--- config.mk ---
export PLATFORM = sky130hd
export DESIGN_NAME = aes_dec_stream_ctrl
export DESIGN_NICKNAME = d
export VERILOG_FILES = /design/src/rtl/aes_dec_pkg.sv /design/src/rtl/aes_word_gather.sv /design/src/rtl/aes_dec_stream_ctrl.sv
export SDC_FILE = /design/constraint.sdc
export NUM_CORES = 1
export LEC_CHECK = 0
export BUFFER_PORTS_ARGS = -buffer_cell sky130_fd_sc_hd__buf_2
export CORE_MARGIN = 3
export CORE_UTILIZATION = 51
export CTS_BUF_LIST = sky130_fd_sc_hd__clkbuf_4 sky130_fd_sc_hd__clkbuf_8
export DETAILED_ROUTE_END_ITERATION = 7
export GPL_ROUTABILITY_DRIVEN = 0
export PLACE_DENSITY = 0.81
export SETUP_SLACK_MARGIN = 0.15
export SYNTH_ARGS = -nofsm -noshare
export SYNTH_HDL_FRONTEND = slang
export SYNTH_HIERARCHICAL = 1
export SYNTH_SLANG_ARGS = --single-unit
--- constraint.sdc ---
create_clock -name clk -period 3.1 [get_ports clk]
set_input_delay 0.155 -clock clk [delete_from_list [all_inputs] [get_ports clk]]
set_output_delay 0.155 -clock clk [all_outputs]
set_load 0.01 [all_outputs]
--- src/rtl/aes_dec_pkg.sv ---
// Shared types and sizes for the AES-128 decrypt stream front-end.
package aes_dec_pkg;
    localparam int AES_BLK_W         = 128;
    localparam int AES_WORD_W        = 32;
    localparam int AES_WORDS_PER_BLK = 4;
    localparam int PIPE_LAT_DEF      = 10;

    localparam logic [1:0] LAST_WORD_IDX = 2'(AES_WORDS_PER_BLK - 1);

    typedef enum logic [1:0] {
        S_COLLECT = 2'd0,
        S_WAIT    = 2'd1,
        S_SEND    = 2'd2
    } state_t;
endpackage

--- src/rtl/aes_word_gather.sv ---
// Four-word shift assembler: the first word accepted ends up in [127:96].
// o_full pulses combinationally on the cycle the 4th word is being accepted.
module aes_word_gather
    import aes_dec_pkg::*;
(
    input  logic                  clk,
    input  logic                  rst,
    input  logic                  i_en,
    input  logic [AES_WORD_W-1:0] i_word,
    output logic [AES_BLK_W-1:0]  o_data,
    output logic [AES_BLK_W-1:0]  o_next,
    output logic                  o_full
);
    logic [AES_BLK_W-1:0] r_data;
    logic [1:0]           r_idx;

    assign o_next = {r_data[AES_BLK_W-AES_WORD_W-1:0], i_word};
    assign o_full = i_en & (r_idx == LAST_WORD_IDX);
    assign o_data = r_data;

    always_ff @(posedge clk) begin
        if (rst) begin
            r_data <= '0;
            r_idx  <= '0;
        end else if (i_en) begin
            r_data <= o_next;
            r_idx  <= r_idx + 2'd1;
        end
    end
endmodule

--- src/rtl/aes_dec_stream_ctrl.sv ---
// Stream front-end for the pipelined AES-128 decrypt core, one block in flight.
// Define AES_DEC_CTRL_PERF_EN to make blk_count a live delivered-block counter.
module aes_dec_stream_ctrl
    import aes_dec_pkg::*;
#(
    parameter int PIPE_LAT = PIPE_LAT_DEF
) (
    input  logic                  clk,
    input  logic                  rst,
    input  logic [AES_WORD_W-1:0] in_word,
    input  logic                  in_is_key,
    input  logic                  in_valid,
    output logic                  in_ready,
    output logic [AES_BLK_W-1:0]  aes_cipher,
    output logic [AES_BLK_W-1:0]  aes_key,
    input  logic [AES_BLK_W-1:0]  aes_plain,
    output logic [AES_WORD_W-1:0] out_word,
    output logic                  out_last,
    output logic                  out_valid,
    input  logic                  out_ready,
    output logic                  err_nokey,
    output logic [31:0]           blk_count
);
    localparam logic [7:0] LAT_LAST = 8'(PIPE_LAT - 1);

    state_t               r_state;
    logic [AES_BLK_W-1:0] r_key;
    logic [AES_BLK_W-1:0] r_out_buf;
    logic                 r_key_loaded;
    logic [7:0]           r_lat_cnt;
    logic [1:0]           r_out_idx;
    logic                 r_out_valid;
    logic                 r_err_nokey;

    logic                 w_acc;
    logic                 w_out_hs;
    logic                 w_key_full;
    logic                 w_ct_full;
    logic [AES_BLK_W-1:0] w_key_next;
    logic [AES_BLK_W-1:0] w_unused_key_data;
    logic [AES_BLK_W-1:0] w_unused_ct_next;

    assign in_ready = (r_state == S_COLLECT) & ~rst;
    assign w_acc    = in_valid & in_ready;
    assign w_out_hs = r_out_valid & out_ready;

    // Key words stay in the staging gather until complete, so the core never sees a partial key.
    aes_word_gather u_key_gather (
        .clk    (clk),
        .rst    (rst),
        .i_en   (w_acc & in_is_key),
        .i_word (in_word),
        .o_data (w_unused_key_data),
        .o_next (w_key_next),
        .o_full (w_key_full)
    );

    aes_word_gather u_ct_gather (
        .clk    (clk),
        .rst    (rst),
        .i_en   (w_acc & ~in_is_key),
        .i_word (in_word),
        .o_data (aes_cipher),
        .o_next (w_unused_ct_next),
        .o_full (w_ct_full)
    );

    always_ff @(posedge clk) begin
        if (rst) begin
            r_state      <= S_COLLECT;
            r_key        <= '0;
            r_key_loaded <= 1'b0;
            r_lat_cnt    <= '0;
            r_out_buf    <= '0;
            r_out_idx    <= '0;
            r_out_valid  <= 1'b0;
            r_err_nokey  <= 1'b0;
        end else begin
            r_err_nokey <= 1'b0;
            if (w_key_full) begin
                r_key        <= w_key_next;
                r_key_loaded <= 1'b1;
            end
            case (r_state)
                S_COLLECT: begin
                    if (w_ct_full) begin
                        if (r_key_loaded) begin
                            r_state   <= S_WAIT;
                            r_lat_cnt <= '0;
                        end else begin
                            r_err_nokey <= 1'b1;
                        end
                    end
                end
                S_WAIT: begin
                    r_lat_cnt <= r_lat_cnt + 8'd1;
                    if (r_lat_cnt == LAT_LAST) begin
                        r_out_buf   <= aes_plain;
                        r_out_idx   <= '0;
                        r_out_valid <= 1'b1;
                        r_state     <= S_SEND;
                    end
                end
                S_SEND: begin
                    // Buffer shifts left so the head word is always [127:96].
                    if (w_out_hs) begin
                        r_out_buf <= {r_out_buf[AES_BLK_W-AES_WORD_W-1:0], {AES_WORD_W{1'b0}}};
                        r_out_idx <= r_out_idx + 2'd1;
                        if (r_out_idx == LAST_WORD_IDX) begin
                            r_out_valid <= 1'b0;
                            r_state     <= S_COLLECT;
                        end
                    end
                end
                default: r_state <= S_COLLECT;
            endcase
        end
    end

    assign aes_key   = r_key;
    assign out_word  = r_out_buf[AES_BLK_W-1 -: AES_WORD_W];
    assign out_last  = r_out_valid & (r_out_idx == LAST_WORD_IDX);
    assign out_valid = r_out_valid;
    assign err_nokey = r_err_nokey;

`ifdef AES_DEC_CTRL_PERF_EN
    logic [31:0] r_blk_count;

    always_ff @(posedge clk) begin
        if (rst) begin
            r_blk_count <= '0;
        end else if (w_out_hs && (r_out_idx == LAST_WORD_IDX)) begin
            r_blk_count <= r_blk_count + 32'd1;
        end
    end

    assign blk_count = r_blk_count;
`else
    assign blk_count = 32'h0;
`endif
endmodule

# Word level (Yosys, flattened, before mapping)
# Cells that the tools add are included.
[word_totals]
reg_bits = 499
input_bits = 165
wordCells = 67
[classes]
n_eq_ne = 11
muxes = 20
n_addsub = 4
n_reduce_logical = 8
n_bitwise = 12
[op_table]
columns = ["cell", "n"]
rows = [
  ["128-bit 2-to-1 mux", 2],
  ["128-bit case mux with 2 select lines", 1],
  ["8-bit 2-to-1 mux", 2],
  ["8-bit case mux with 2 select lines", 1],
  ["2-bit 2-to-1 mux", 7],
  ["8-bit by 1-bit adder with 8-bit output, second input constant", 1],
  ["1-bit AND", 8],
  ["2-bit == test, second input constant", 4],
  ["8-bit by 4-bit == test with 1-bit output, second input constant", 1],
  ["2-bit != test, second input constant", 4],
  ["2-bit by 1-bit adder with 2-bit output, second input constant", 3],
  ["2-bit case mux with 3 select lines", 1],
  ["3-bit AND reduction", 2],
  ["5-bit AND reduction", 1],
  ["1-bit 2-to-1 mux", 4],
  ["1-bit inverter", 4],
  ["2-bit case mux with 2 select lines", 1],
  ["4-bit AND reduction", 1],
  ["2-bit nonzero test", 2],
  ["3-bit OR reduction", 1],
  ["2-bit by 1-bit == test with 1-bit output, second input constant", 1],
  ["2-bit logical NOT", 1],
  ["2-bit by 1-bit != test with 1-bit output, second input constant", 1],
  ["1-bit case mux with 2 select lines", 1],
]

# Logic depth before layout (Yosys ltp)
[logic_depth]
ltp_word = 7
mapped_depth = 13
depth_no_buf = 7

# By module
# Netlist, hierarchy kept.
[by_module_without_submodules]
columns = ["mod", "cells_per_inst", "area_each_um2", "n_inst", "seq_area_each_um2"]
rows = [
  ["aes_dec_stream_ctrl", 1135, 11160.7, 1, 5425.2],
  ["aes_word_gather", 549, 5574.1, 2, 2602.5],
]

# Least setup slack after synthesis
# OpenSTA, ideal clock, no wires.
[synth_timing]
kind = "reg-to-reg"
start = "register r_state[1]"
end = "register r_key[59], in the netlist aes_key[59]"
setup_time_ns = 0.128
path_slack_ns = -0.009
path_buffers = 7
period_less_slack_ns = 3.109
path_stages_with_launch = 13
arrival_time_ns = 2.982
cell_sequence = "dfxtp_1 clkbuf_1 nor3_1 and3_1 buf_4 buf_6 buf_6 and2_1 clkbuf_1 buf_1 buf_1 mux2i_1 nor2_1"
[synth_between]
elab_chain_cells = 5
[synth_rtl]
columns = ["element", "line", "source"]
rows = [
  ["from (decl)", "aes_dec_stream_ctrl.sv:26", "state_t r_state;"],
  ["from (signal assigned)", "aes_dec_stream_ctrl.sv:70", "r_state <= S_COLLECT;"],
  ["from (signal assigned)", "aes_dec_stream_ctrl.sv:88", "r_state <= S_WAIT;"],
  ["from (signal assigned)", "aes_dec_stream_ctrl.sv:101", "r_state <= S_SEND;"],
  ["2-bit logical NOT", "aes_dec_stream_ctrl.sv:43", "assign in_ready = (r_state == S_COLLECT) & ~rst;"],
  ["1-bit AND", "aes_dec_stream_ctrl.sv:43", ""],
  ["net in_ready", "aes_dec_stream_ctrl.sv:13", "output logic in_ready,"],
  ["1-bit AND", "aes_dec_stream_ctrl.sv:44", "assign w_acc = in_valid & in_ready;"],
  ["1-bit AND", "aes_dec_stream_ctrl.sv:51", ".i_en (w_acc & in_is_key),"],
  ["1-bit AND", "aes_word_gather.sv:18", "assign o_full = i_en & (r_idx == LAST_WORD_IDX);"],
  ["net w_key_full", "aes_dec_stream_ctrl.sv:37", "logic w_key_full;"],
  ["to (signal assigned)", "aes_dec_stream_ctrl.sv:81", "r_key <= w_key_next;"],
  ["to (decl)", "aes_dec_stream_ctrl.sv:27", "logic [AES_BLK_W-1:0] r_key;"],
]
# The timed path passes the listed nets, and every way through them passes these cells.
# A chain may end at the register's enable or synchronous reset.

# Final worst setup path
[layout_timing]
start = "register r_lat_cnt[0]"
end = "register r_out_buf[41]"
[layout_between]
elab_chain_cells = 3
[layout_rtl]
columns = ["element", "line", "source"]
rows = [
  ["from (decl)", "aes_dec_stream_ctrl.sv:30", "logic [7:0] r_lat_cnt;"],
  ["from (signal assigned)", "aes_dec_stream_ctrl.sv:96", "r_lat_cnt <= r_lat_cnt + 8'd1;"],
  ["8-bit by 4-bit == test with 1-bit output", "aes_dec_stream_ctrl.sv:97", "if (r_lat_cnt == LAT_LAST) begin"],
  ["2-bit != test (no source line)", "--", ""],
  ["3-bit AND reduction (no source line)", "--", ""],
  ["to (signal assigned)", "aes_dec_stream_ctrl.sv:98", "r_out_buf <= aes_plain;"],
  ["to (signal assigned)", "aes_dec_stream_ctrl.sv:107", "r_out_buf <= {r_out_buf[AES_BLK_W-AES_WORD_W-1:0], {AES_WORD_W{1'b0}}};"],
  ["to (decl)", "aes_dec_stream_ctrl.sv:28", "logic [AES_BLK_W-1:0] r_out_buf;"],
]
# Every way passes these cells.

==> out/metrics.csv <==
stage,metric,value,unit
clock_tree,clock sink count,499,
timing,top achievable clock speed,0.382,GHz
floorplanning,FP Rows,72,
clock_tree,cell at the root of the clock tree,sky130_fd_sc_hd__clkbuf_8,
finish,multi-input gate area in the final layout,7820,um2
power_and_ir_drop,"IR drop worst, VDD",0.500,mV
global_routing,global route overflow,0,
detailed_routing,total via count in the routed design,16000,
global_routing,pin count of the biggest net entering global routing,194,
finish,final cell count without fillers,3004,
clock_tree,Inserted Clock Buffers,82,
min_path,end point of the most critical hold path,r_state[0]$_SDFFE_PP0P_,
timing,Rel. slew slack,0.294,
synthesis,average cell area after synthesis,10.1,um2
placed_design,placed insts,2691,
detailed_routing,wl on met1,21400,um
critical_path,worst-path fanout max,97,
detailed_routing,detailed-routed wire length on met3,5730,um
global_routing,via count of the first global-routing pass,16500,
power_and_ir_drop,Reg power frac,0.484,
power_and_ir_drop,switching share of power,0.239,
power_and_ir_drop,portion of total power attributed to combinational logic,0.055,
timing,Post-Route Setup TNS,0,ns
timing,Worst Skew,0.0323,ns
detailed_routing,top routing layer used,met5,
critical_path,required time of the critical path,3.64,ns
timing,setup repair after global routing missed its margin,no,
timing,hold violation count in the final report,0,
critical_path,endpoint arrival time on the critical path,3.16,ns
synthesis,combined area of all synthesized cells,20200,um2
floorplanning,area of the core region,38900,um2
timing,Worst-Margin Slew,1.06,ns
finish,register area,9990,um2
floorplanning,number of ports placed on the die boundary,489,
run_status,outcome,finished clean,
timing,Tcrit/Tclk final,0.845,
power_and_ir_drop,switching power of the nets,3.21,mW
detailed_routing,Routed met2 length,29400,um
critical_path,minimum setup slack among reg-to-reg paths,0.48,ns
global_routing,total routing resource utilization after global routing,0.271,
power_and_ir_drop,relative contribution of the clock network to total power,0.461,
clock_tree,clock slew at reported path FFs,0.07,ns
timing,Final Max Tran Viols,0,
critical_path,capture instance of the worst register-to-register path,r_out_buf[41]$_SDFFE_PP0P_,
global_routing,antenna violations before repair,8,
floorplanning,floorplan die area,42100,um2
power_and_ir_drop,Power Internal,10.2,mW
timing,Worst Hold Slack,0.0724,ns
floorplanning,Die Span Y,205,um
clock_tree,Worst-Skew Late Latency,0.66,ns
global_routing,global-route wire length before repair,90600,um
synthesis,cell count after synthesis,2005,
min_path,Worst Hold Path Cells,5,
finish,fillers,2844,
clock_tree,number of H-tree levels,3,
finish,"Area growth, synth to finish",22.3,%
synthesis,warning count from the yosys run,6,
power_and_ir_drop,leakage power figure,10.2,nW
min_path,startpoint of the most critical hold path,in_is_key,
placed_design,post-detailed-placement half-perimeter wirelength,35000,um
timing,endpoints failing setup,0,
power_and_ir_drop,Cell Pwr Density,541,nW/um2
detailed_routing,wire length per cell,20.0,um
finish,number of nets at the end of the flow,2589,
detailed_routing,antenna violation net count after detailed routing,0,
clock_tree,clock buffer depth,3,
critical_path,Setup crit start kind,register,
critical_path,critical register-to-register path startpoint,r_lat_cnt[0]$_SDFFE_PP0P_,
detailed_routing,total wirelength of the detailed-routed design,60000,um
placed_design,Port-buffer cells,456,
critical_path,worst reg-to-reg path cell count,5,
floorplanning,starting density of the core,0.520,
critical_path,kind of end point of the critical path,register,
min_path,hold crit path type,in2reg,
clock_tree,CTS tree,done,
floorplanning,Chip Width,205,um
detailed_routing,number of search-and-repair iterations in the first detailed-routing pass,7,
detailed_routing,ratio of routed vias to standard cells,5.34,
detailed_routing,number of violations reported at the end of detailed-routing iteration 0,1113,
detailed_routing,DRC errors left,0,
finish,share of final-layout standard cells stronger than drive strength 1,0.280,
critical_path,worst setup path category,reg2reg,
timing,post-route minimum period,2.62,ns
run,max-cap violations,0,
critical path, stage by stage (launching register included):
cell and delay (ns):
sky130_fd_sc_hd__dfxtp_1 0.41, sky130_fd_sc_hd__ha_1 0.18, sky130_fd_sc_hd__or4b_4 0.50, sky130_fd_sc_hd__or3_2 0.49, sky130_fd_sc_hd__buf_4 0.41, sky130_fd_sc_hd__o221a_2 0.46
per-layer routing:
metal / vias up / track usage
met5: - / 0
met4: 4 / 0.165
met3: 234 / 0.0886
met2: 858 / 0.469
met1: 7556 / 0.287
li1: 7380 / -
per-stage QoR:
step	worst slack [ns]	power, mW	instance area (um2)	util
floorplan	0.258	7.02	20400	-
global placement	0.612	7.14	21400	0.549
detailed placement	0.553	7.16	21400	0.549
CTS	0.548	13.4	24700	0.635
global route	0.337	13.8	24700	0.636
finish	0.480	13.4	24700	0.636
cell type report:
type | count | area share
Antenna cell | 6 | 0.000607
Clock buffer | 118 | 0.0601
Clock inverter | 27 | 0.0110
Inverter | 97 | 0.0147
Multi-Input combinational cell | 1104 | 0.316
Sequential cell | 499 | 0.404
Tap cell | 518 | 0.0262
Timing Repair Buffer | 635 | 0.168
power by group through the flow:
stage                     clock network [mW]  registers (mW)  logic, mW
final                                   6.17            6.49      0.730
after detailed placement                   0            6.63      0.528
after CTS                               6.21            6.49      0.699
after floorplan                            0            6.62      0.395
after global placement                     0            6.62      0.518
after global routing                    6.53            6.49      0.774
repair_timing:
item	CTS	global route
resized for setup	0	0
setup buffers	0	0
hold buffers	162	0
endpoints found under the hold margin	250	0
setup endpoints to repair	0	0
worst max-delay path by stage:
stage | from | to | cells past startpoint
floorplan | r_state[1]$_SDFFE_PP0P_ | aes_key[59]$_SDFFE_PP0P_ | 12
global placement | r_lat_cnt[0]$_SDFFE_PP0P_ | r_out_buf[75]$_SDFFE_PP0P_ | 5
detailed placement | r_lat_cnt[0]$_SDFFE_PP0P_ | r_out_buf[75]$_SDFFE_PP0P_ | 5
CTS | r_lat_cnt[0]$_SDFFE_PP0P_ | r_out_buf[82]$_SDFFE_PP0P_ | 5
global route | r_state[0]$_SDFFE_PP0P_ | r_lat_cnt[5]$_SDFFE_PP0P_ | 7
finish | r_lat_cnt[0]$_SDFFE_PP0P_ | r_out_buf[41]$_SDFFE_PP0P_ | 5
cell usage in the layout (no fill, tap or decap), types with 2 or more instances in the layout:
cell type and instances:
sky130_fd_sc_hd__inv_12 2, sky130_fd_sc_hd__o21ai_0 7, sky130_fd_sc_hd__clkbuf_4 22, sky130_fd_sc_hd__mux2i_1 386
sky130_fd_sc_hd__buf_4 8, sky130_fd_sc_hd__nand3b_1 4, sky130_fd_sc_hd__a21oi_1 105, sky130_fd_sc_hd__buf_2 455
sky130_fd_sc_hd__dfxtp_1 499, sky130_fd_sc_hd__clkbuf_8 96, sky130_fd_sc_hd__conb_1 32, sky130_fd_sc_hd__o221a_1 30
sky130_fd_sc_hd__a211oi_1 2, sky130_fd_sc_hd__or4_1 3, sky130_fd_sc_hd__nand2b_1 35, sky130_fd_sc_hd__o31ai_1 3
sky130_fd_sc_hd__ha_1 5, sky130_fd_sc_hd__dlygate4sd3_1 162, sky130_fd_sc_hd__nor2b_1 2, sky130_fd_sc_hd__nor2_1 361
sky130_fd_sc_hd__inv_8 2, sky130_fd_sc_hd__xnor2_1 2, sky130_fd_sc_hd__inv_1 97, sky130_fd_sc_hd__diode_2 6
sky130_fd_sc_hd__clkinvlp_4 3, sky130_fd_sc_hd__inv_6 2, sky130_fd_sc_hd__nand2_1 3, sky130_fd_sc_hd__o221a_2 66
sky130_fd_sc_hd__bufinv_16 3, sky130_fd_sc_hd__nand4b_1 3, sky130_fd_sc_hd__buf_12 9, sky130_fd_sc_hd__clkinv_2 14
sky130_fd_sc_hd__nand4_1 2, sky130_fd_sc_hd__or3_1 36, sky130_fd_sc_hd__and2_1 2
registers in the layout, indices dropped and copies added (netlist names):
signal,count
aes_key,128
r_out_buf,128
u_ct_gather/o_data,128
u_key_gather/o_data,96
r_lat_cnt,8
r_out_idx,2
r_state,2
u_ct_gather/r_idx,2
u_key_gather/r_idx,2
err_nokey,1
out_valid,1
r_key_loaded,1
Note: power is estimated with default switching activity, not from simulation.
